### config.mk
export PLATFORM = sky130hd
export DESIGN_NAME = keyflow_label_parser
export DESIGN_NICKNAME = d
export VERILOG_FILES = /design/src/rtl/keyflow_pkg.sv /design/src/rtl/axis_skid_buffer.sv /design/src/rtl/keyflow_label_parser.sv
export SDC_FILE = /design/constraint.sdc
export NUM_CORES = 1
export LEC_CHECK = 0
export BUFFER_PORTS_ARGS = -buffer_cell sky130_fd_sc_hd__buf_2
export CORE_MARGIN = 4
export CORE_UTILIZATION = 44
export DETAILED_ROUTE_END_ITERATION = 16
export PLACE_DENSITY = 0.69
export REMOVE_ABC_BUFFERS = 1
export SLEW_MARGIN = 25
export SYNTH_ARGS = -nofsm -noshare
export SYNTH_HDL_FRONTEND = slang
export SYNTH_SLANG_ARGS = --single-unit
### constraint.sdc
create_clock -name asclk -period 13 [get_ports asclk]
set_input_delay 1.3 -clock asclk [delete_from_list [all_inputs] [get_ports asclk]]
set_output_delay 1.3 -clock asclk [all_outputs]
set_load 0.005 [all_outputs]
### src/rtl/keyflow_pkg.sv
// Shared KeyFlow constants and parser state encoding for the ingress label path.
package keyflow_pkg;

    localparam logic [15:0] KEYFLOW_ETHERTYPE     = 16'h88B5;
    localparam int          LABEL_BYTE_OFFSET     = 14;
    localparam int          ETHERTYPE_BYTE_OFFSET = 12;

    typedef enum logic [1:0] {
        PS_FIRST = 2'd0,
        PS_HDR   = 2'd1,
        PS_THRU  = 2'd2
    } parse_state_t;

endpackage

### src/rtl/axis_skid_buffer.sv
// Two-entry AXI-stream register slice; ingress ready is a flop that means "skid entry empty".
module axis_skid_buffer #(
    parameter int WIDTH = 8
) (
    input  logic             clk,
    input  logic             resetn,
    input  logic [WIDTH-1:0] s_data,
    input  logic             s_valid,
    output logic             s_ready,
    output logic [WIDTH-1:0] m_data,
    output logic             m_valid,
    input  logic             m_ready
);

    logic [WIDTH-1:0] skid_data;
    logic [WIDTH-1:0] main_data_n;
    logic [WIDTH-1:0] skid_data_n;
    logic             skid_valid;
    logic             main_valid_n;
    logic             skid_valid_n;
    logic             accept;

    assign accept = s_valid & s_ready;

    always_comb begin
        main_valid_n = m_valid;
        main_data_n  = m_data;
        skid_valid_n = skid_valid;
        skid_data_n  = skid_data;
        if (!m_valid || m_ready) begin
            // Skid entry drains first; ingress is closed whenever it is occupied.
            if (skid_valid) begin
                main_valid_n = 1'b1;
                main_data_n  = skid_data;
                skid_valid_n = 1'b0;
            end else begin
                main_valid_n = accept;
                if (accept) main_data_n = s_data;
            end
        end else if (accept) begin
            skid_valid_n = 1'b1;
            skid_data_n  = s_data;
        end
    end

    always_ff @(posedge clk) begin
        if (!resetn) begin
            m_valid    <= 1'b0;
            skid_valid <= 1'b0;
            s_ready    <= 1'b0;
        end else begin
            m_valid    <= main_valid_n;
            skid_valid <= skid_valid_n;
            s_ready    <= ~skid_valid_n;
        end
    end

    always_ff @(posedge clk) begin
        m_data    <= main_data_n;
        skid_data <= skid_data_n;
    end

endmodule

### src/rtl/keyflow_label_parser.sv
// Forwards the packet stream through a skid buffer and emits one label pulse per packet,
// derived from the EtherType and route label observed on egress transfers.
module keyflow_label_parser #(
    parameter int          C_AXIS_DATA_WIDTH  = 64,
    parameter int          C_AXIS_TUSER_WIDTH = 128,
    parameter int          DIVIDER_WIDTH      = 16,
    parameter logic [15:0] KEYFLOW_ETHERTYPE  = keyflow_pkg::KEYFLOW_ETHERTYPE,
    parameter int          LABEL_BYTE_OFFSET  = keyflow_pkg::LABEL_BYTE_OFFSET
) (
    input  logic                            asclk,
    input  logic                            aresetn,
    input  logic [C_AXIS_DATA_WIDTH-1:0]    s_axis_tdata,
    input  logic [C_AXIS_DATA_WIDTH/8-1:0]  s_axis_tstrb,
    input  logic [C_AXIS_TUSER_WIDTH-1:0]   s_axis_tuser,
    input  logic                            s_axis_tvalid,
    input  logic                            s_axis_tlast,
    output logic                            s_axis_tready,
    output logic [C_AXIS_DATA_WIDTH-1:0]    m_axis_tdata,
    output logic [C_AXIS_DATA_WIDTH/8-1:0]  m_axis_tstrb,
    output logic [C_AXIS_TUSER_WIDTH-1:0]   m_axis_tuser,
    output logic                            m_axis_tvalid,
    output logic                            m_axis_tlast,
    input  logic                            m_axis_tready,
    output logic [DIVIDER_WIDTH-1:0]        dv_key,
    output logic                            action_req,
    output logic [31:0]                     num_keyflow_pkts,
    output logic [31:0]                     num_other_pkts
);

    localparam int         STRB_WIDTH    = C_AXIS_DATA_WIDTH / 8;
    localparam int         PAYLOAD_WIDTH = C_AXIS_TUSER_WIDTH + 1 + STRB_WIDTH + C_AXIS_DATA_WIDTH;
    localparam int         ETY_LANE      = keyflow_pkg::ETHERTYPE_BYTE_OFFSET % 8;
    localparam logic [3:0] ETY_BEAT      = 4'(keyflow_pkg::ETHERTYPE_BYTE_OFFSET / 8);
    localparam int         LABEL_LANE    = LABEL_BYTE_OFFSET % 8;
    localparam logic [3:0] LABEL_BEAT    = 4'(LABEL_BYTE_OFFSET / 8);

    if (C_AXIS_DATA_WIDTH != 64 || DIVIDER_WIDTH != 16 || LABEL_LANE > 6) begin : g_param_check
        $error("keyflow_label_parser: unsupported parameter set");
    end

    axis_skid_buffer #(
        .WIDTH(PAYLOAD_WIDTH)
    ) u_skid (
        .clk    (asclk),
        .resetn (aresetn),
        .s_data ({s_axis_tuser, s_axis_tlast, s_axis_tstrb, s_axis_tdata}),
        .s_valid(s_axis_tvalid),
        .s_ready(s_axis_tready),
        .m_data ({m_axis_tuser, m_axis_tlast, m_axis_tstrb, m_axis_tdata}),
        .m_valid(m_axis_tvalid),
        .m_ready(m_axis_tready)
    );

    keyflow_pkg::parse_state_t state, state_n;
    logic [3:0]               beat_cnt;
    logic                     ety_ok;
    logic                     ety_now;
    logic                     ety_eff;
    logic                     label_strb_ok;
    logic [15:0]              label_now;
    logic                     xfer;
    logic                     pulse_n;
    logic                     good_n;
    logic [DIVIDER_WIDTH-1:0] key_n;

    assign xfer          = m_axis_tvalid & m_axis_tready;
    assign ety_now       = ({m_axis_tdata[8*ETY_LANE +: 8], m_axis_tdata[8*(ETY_LANE+1) +: 8]} == KEYFLOW_ETHERTYPE)
                           && (m_axis_tstrb[ETY_LANE +: 2] == 2'b11);
    // The EtherType and label may share a beat, so use the live compare on that beat.
    assign ety_eff       = (beat_cnt == ETY_BEAT) ? ety_now : ety_ok;
    assign label_now     = {m_axis_tdata[8*LABEL_LANE +: 8], m_axis_tdata[8*(LABEL_LANE+1) +: 8]};
    assign label_strb_ok = &m_axis_tstrb[LABEL_LANE +: 2];

    always_comb begin
        state_n = state;
        pulse_n = 1'b0;
        good_n  = 1'b0;
        key_n   = dv_key;
        case (state)
            keyflow_pkg::PS_FIRST: begin
                if (xfer) begin
                    if (m_axis_tlast) begin
                        pulse_n = 1'b1;
                        key_n   = '0;
                    end else begin
                        state_n = keyflow_pkg::PS_HDR;
                    end
                end
            end
            keyflow_pkg::PS_HDR: begin
                if (xfer) begin
                    if (beat_cnt == LABEL_BEAT) begin
                        pulse_n = 1'b1;
                        if (ety_eff && label_strb_ok) begin
                            key_n  = DIVIDER_WIDTH'(label_now);
                            good_n = 1'b1;
                        end else begin
                            key_n = '0;
                        end
                        state_n = m_axis_tlast ? keyflow_pkg::PS_FIRST : keyflow_pkg::PS_THRU;
                    end else if (m_axis_tlast) begin
                        pulse_n = 1'b1;
                        key_n   = '0;
                        state_n = keyflow_pkg::PS_FIRST;
                    end
                end
            end
            keyflow_pkg::PS_THRU: begin
                if (xfer && m_axis_tlast) state_n = keyflow_pkg::PS_FIRST;
            end
            default: state_n = keyflow_pkg::PS_FIRST;
        endcase
    end

    always_ff @(posedge asclk) begin
        if (!aresetn) begin
            state            <= keyflow_pkg::PS_FIRST;
            beat_cnt         <= '0;
            ety_ok           <= 1'b0;
            action_req       <= 1'b0;
            dv_key           <= '0;
            num_keyflow_pkts <= '0;
            num_other_pkts   <= '0;
        end else begin
            state      <= state_n;
            action_req <= pulse_n;
            dv_key     <= key_n;
            if (pulse_n) begin
                if (good_n) num_keyflow_pkts <= num_keyflow_pkts + 32'd1;
                else        num_other_pkts   <= num_other_pkts + 32'd1;
            end
            if (xfer) begin
                if (m_axis_tlast) begin
                    beat_cnt <= '0;
                    ety_ok   <= 1'b0;
                end else begin
                    if (beat_cnt != 4'd15)     beat_cnt <= beat_cnt + 4'd1;
                    if (beat_cnt == ETY_BEAT)  ety_ok   <= ety_now;
                end
            end
        end
    end

endmodule

==> results.cfg <==
[power_and_ir_drop]
p_leak_nw = 8.66
power_density_nw_per_um2 = 139
ir_drop_uv = 101

[critical_path]
cp-start-kind = primary input
critPathMaxFanout = 82
crit_type = in -> reg
end_kind = register
critical_path.slowest_cell = buf_6
arrival_ps = 3130
slowest_delay_ps = 660
ff2ff_path_depth = 3
cp_data_required_time_ps = 13210
worstPathCellList = buf_2, inv_1, nand2_1, nor2_4, buf_4, buf_6

[floorplan]
core-area_um2 = 41900
pin_count = 489
fp.dieH_um = 214
die_x_um = 214
rows = 75
die-area_um2 = 45600
initial_core_util = 0.445

[logic_synthesis]
yosys.area.top_type = edfxtp_1
synth_top_cell_area_share = 0.649
syn_area_um2 = 18600
synthTopCellsByCount = edfxtp_1, mux2_2, dfxtp_1
yosysUniqueCellTypes = 48
synthArstFlopShare = 0
synth_compound_area_frac = 0.0305
synthAdderAreaFrac = 0.00269
yosysWarnings = 0
yosys-top-cells-area = edfxtp_1, mux2_2, dfxtp_1, a21oi_1, mux2i_1
synthCells = 1116
synthXorXnorAreaFrac = 0.00847
synth.most_common_cell = edfxtp_1
synth_enable_flop_cells = 402
avgSynthCellArea_um2 = 16.7
ys_seq_area_frac = 0.746
ys_ff_latch = 492
yosys.area_share.simple = 0.0688
synth.area.mux_share = 0.131
synth_flop_cell = edfxtp_1
synth_top_family_by_area = multiplexers

[sta]
hold_viol_final = 0
tightest_slew_ps = 888
rsz0062_at_grt = no
tns_ps = 0
fin_crit_sh = 0.225
drv_slew = 0
relSlewSlack = 0.404
final-setup-viol-count = 0
skew_ps = 24.8
hold_ws_ps = 451
finalCriticalPeriod_ps = 2920
fmax_ghz = 0.342

[clocking]
holdBufCountCts = 0
cts_tree = done
cts_root_buffer = clkbuf_16
clk_latency_ps = 580
cts.sinks = 492
numCtsBuffers = 51
h-tree-depth = 2
cts_setup_buffers = 0
cts_buffer_depth = 3
cts_resized = 0
path_clk_slew_ps = 60

[grt]
grt_usage = 0.190
grt_pass1_vias = 11400
grt_overflow = 0
grt_start_max_net_pins = 83
grt_pass1_wl_um = 66800
antenna_found_initial = 19

[placement]
place.gp.congestion = 0.848
hpwl_um = 31700
dpl-instance-area_um2 = 21700
io_buffer_count = 488

[worst_hold_path]
whs_path_depth = 1
hold_path.class = reg -> reg

[final_layout]
fill_cells = 3451
areaGrowthSynthToFinish_pct = 24.7
final_util = 0.554
fin_nets = 1832
final_area_um2 = 23200
layout-drive-gt1-share = 0.468

[drt]
vias_per_cell = 5.18
wl_per_cell_um = 20.5
firstDrtPassIters = 5
wirelength_um = 45400
final_antenna_net_count = 0
drtIter0Drc = 1008
route.detailed.drc = 0
num_vias = 11500

[run_status]
status = finished, final reports clean

[run]
drv_cap = 0
-- final cells by class --
type | instances | area, um2 | area share
inverters | 17 | 66.3 | 0.00286
clock buffers | 68 | 1350 | 0.0582
clock inverters | 23 | 135 | 0.00583
diodes | 16 | 40.0 | 0.00173
flip-flops and latches | 492 | 13900 | 0.598
multi-input cells | 562 | 4510 | 0.195
well taps | 539 | 674 | 0.0291
repair buffers | 499 | 2540 | 0.109
-- path summary, 6_finish.rpt --
kind | start | endpoint | slack [ps]
min | state[1] | state[0] | 450
min reg2reg | state[1] | state[0] | 450
max | m_axis_tready | u_skid.skid_data[178] | 10080
max reg2reg | u_skid.skid_valid | u_skid.m_data[36] | 10240
-- sequential cells by signal, indices dropped and copies added, names as in the netlist, 2 cells and up --
| signal | count |
|---|---|
| u_skid.m_data | 201 |
| u_skid.skid_data | 201 |
| num_keyflow_pkts | 32 |
| num_other_pkts | 32 |
| dv_key | 16 |
| beat_cnt | 4 |
| state | 2 |
-- cells in the final DEF (no fill, tap or decap), types with 5 or more instances in the layout --
cell,instances
nor3_1,5
and2_1,8
nand2_1,45
diode_2,16
o21ai_0,23
a22oi_1,16
clkinv_2,6
buf_2,488
clkbuf_1,16
nand4_1,23
a21oi_1,36
and3_1,12
nor2_1,43
nand4b_1,5
clkinv_1,11
buf_4,7
xor2_1,6
xnor2_1,12
nand2b_1,17
inv_1,16
edfxtp_1,402
nand3_1,29
mux2_2,201
dfxtp_1,89
clkbuf_16,51
mux2i_1,17
or3_1,16
-- critical path: cells and delay by family --
family	cells	cell delay, ps
buffers and inverters	4	1430
and+or+nand+nor	2	280
-- power by group --
part | switching, mW | internal (mW) | total (mW)
Clock | 0.580 | 0.728 | 1.31
Sequential | 0.0130 | 1.75 | 1.76
Combinational | 0.0756 | 0.0695 | 0.145
-- cell families after synthesis --
| logic type | count (synthesis) |
|---|---|
| and+or+nand+nor | 228 |
| buffers and inverters | 62 |
| muxes | 218 |
| AOI/OAI and AO/OA | 94 |
| adders and majority gates | 4 |
| xor gates and xnor gates | 18 |
| DFF | 492 |
-- metrics by stage --
| step | std cells | setup WS, ps | power [mW] |
|---|---|---|---|
| CTS | 2200 | 9860 | 3.26 |
| global route | 2206 | 9960 | 3.34 |
| detailed placement | 2109 | 9240 | 1.94 |
| global placement | 2109 | 9220 | 1.94 |
| floorplan | 1071 | -2780 | 1.86 |
| finish | 2216 | 10080 | 3.22 |
-- metal layers --
metal,track usage,share of wire,up-vias
li1,-,-,5343
met1,0.236,0.40,5624
met2,0.305,0.48,404
met3,0.0775,0.10,88
met4,0.0625,0.024,14
met5,0,0.0019,-
(Power assumes the default switching activity.)
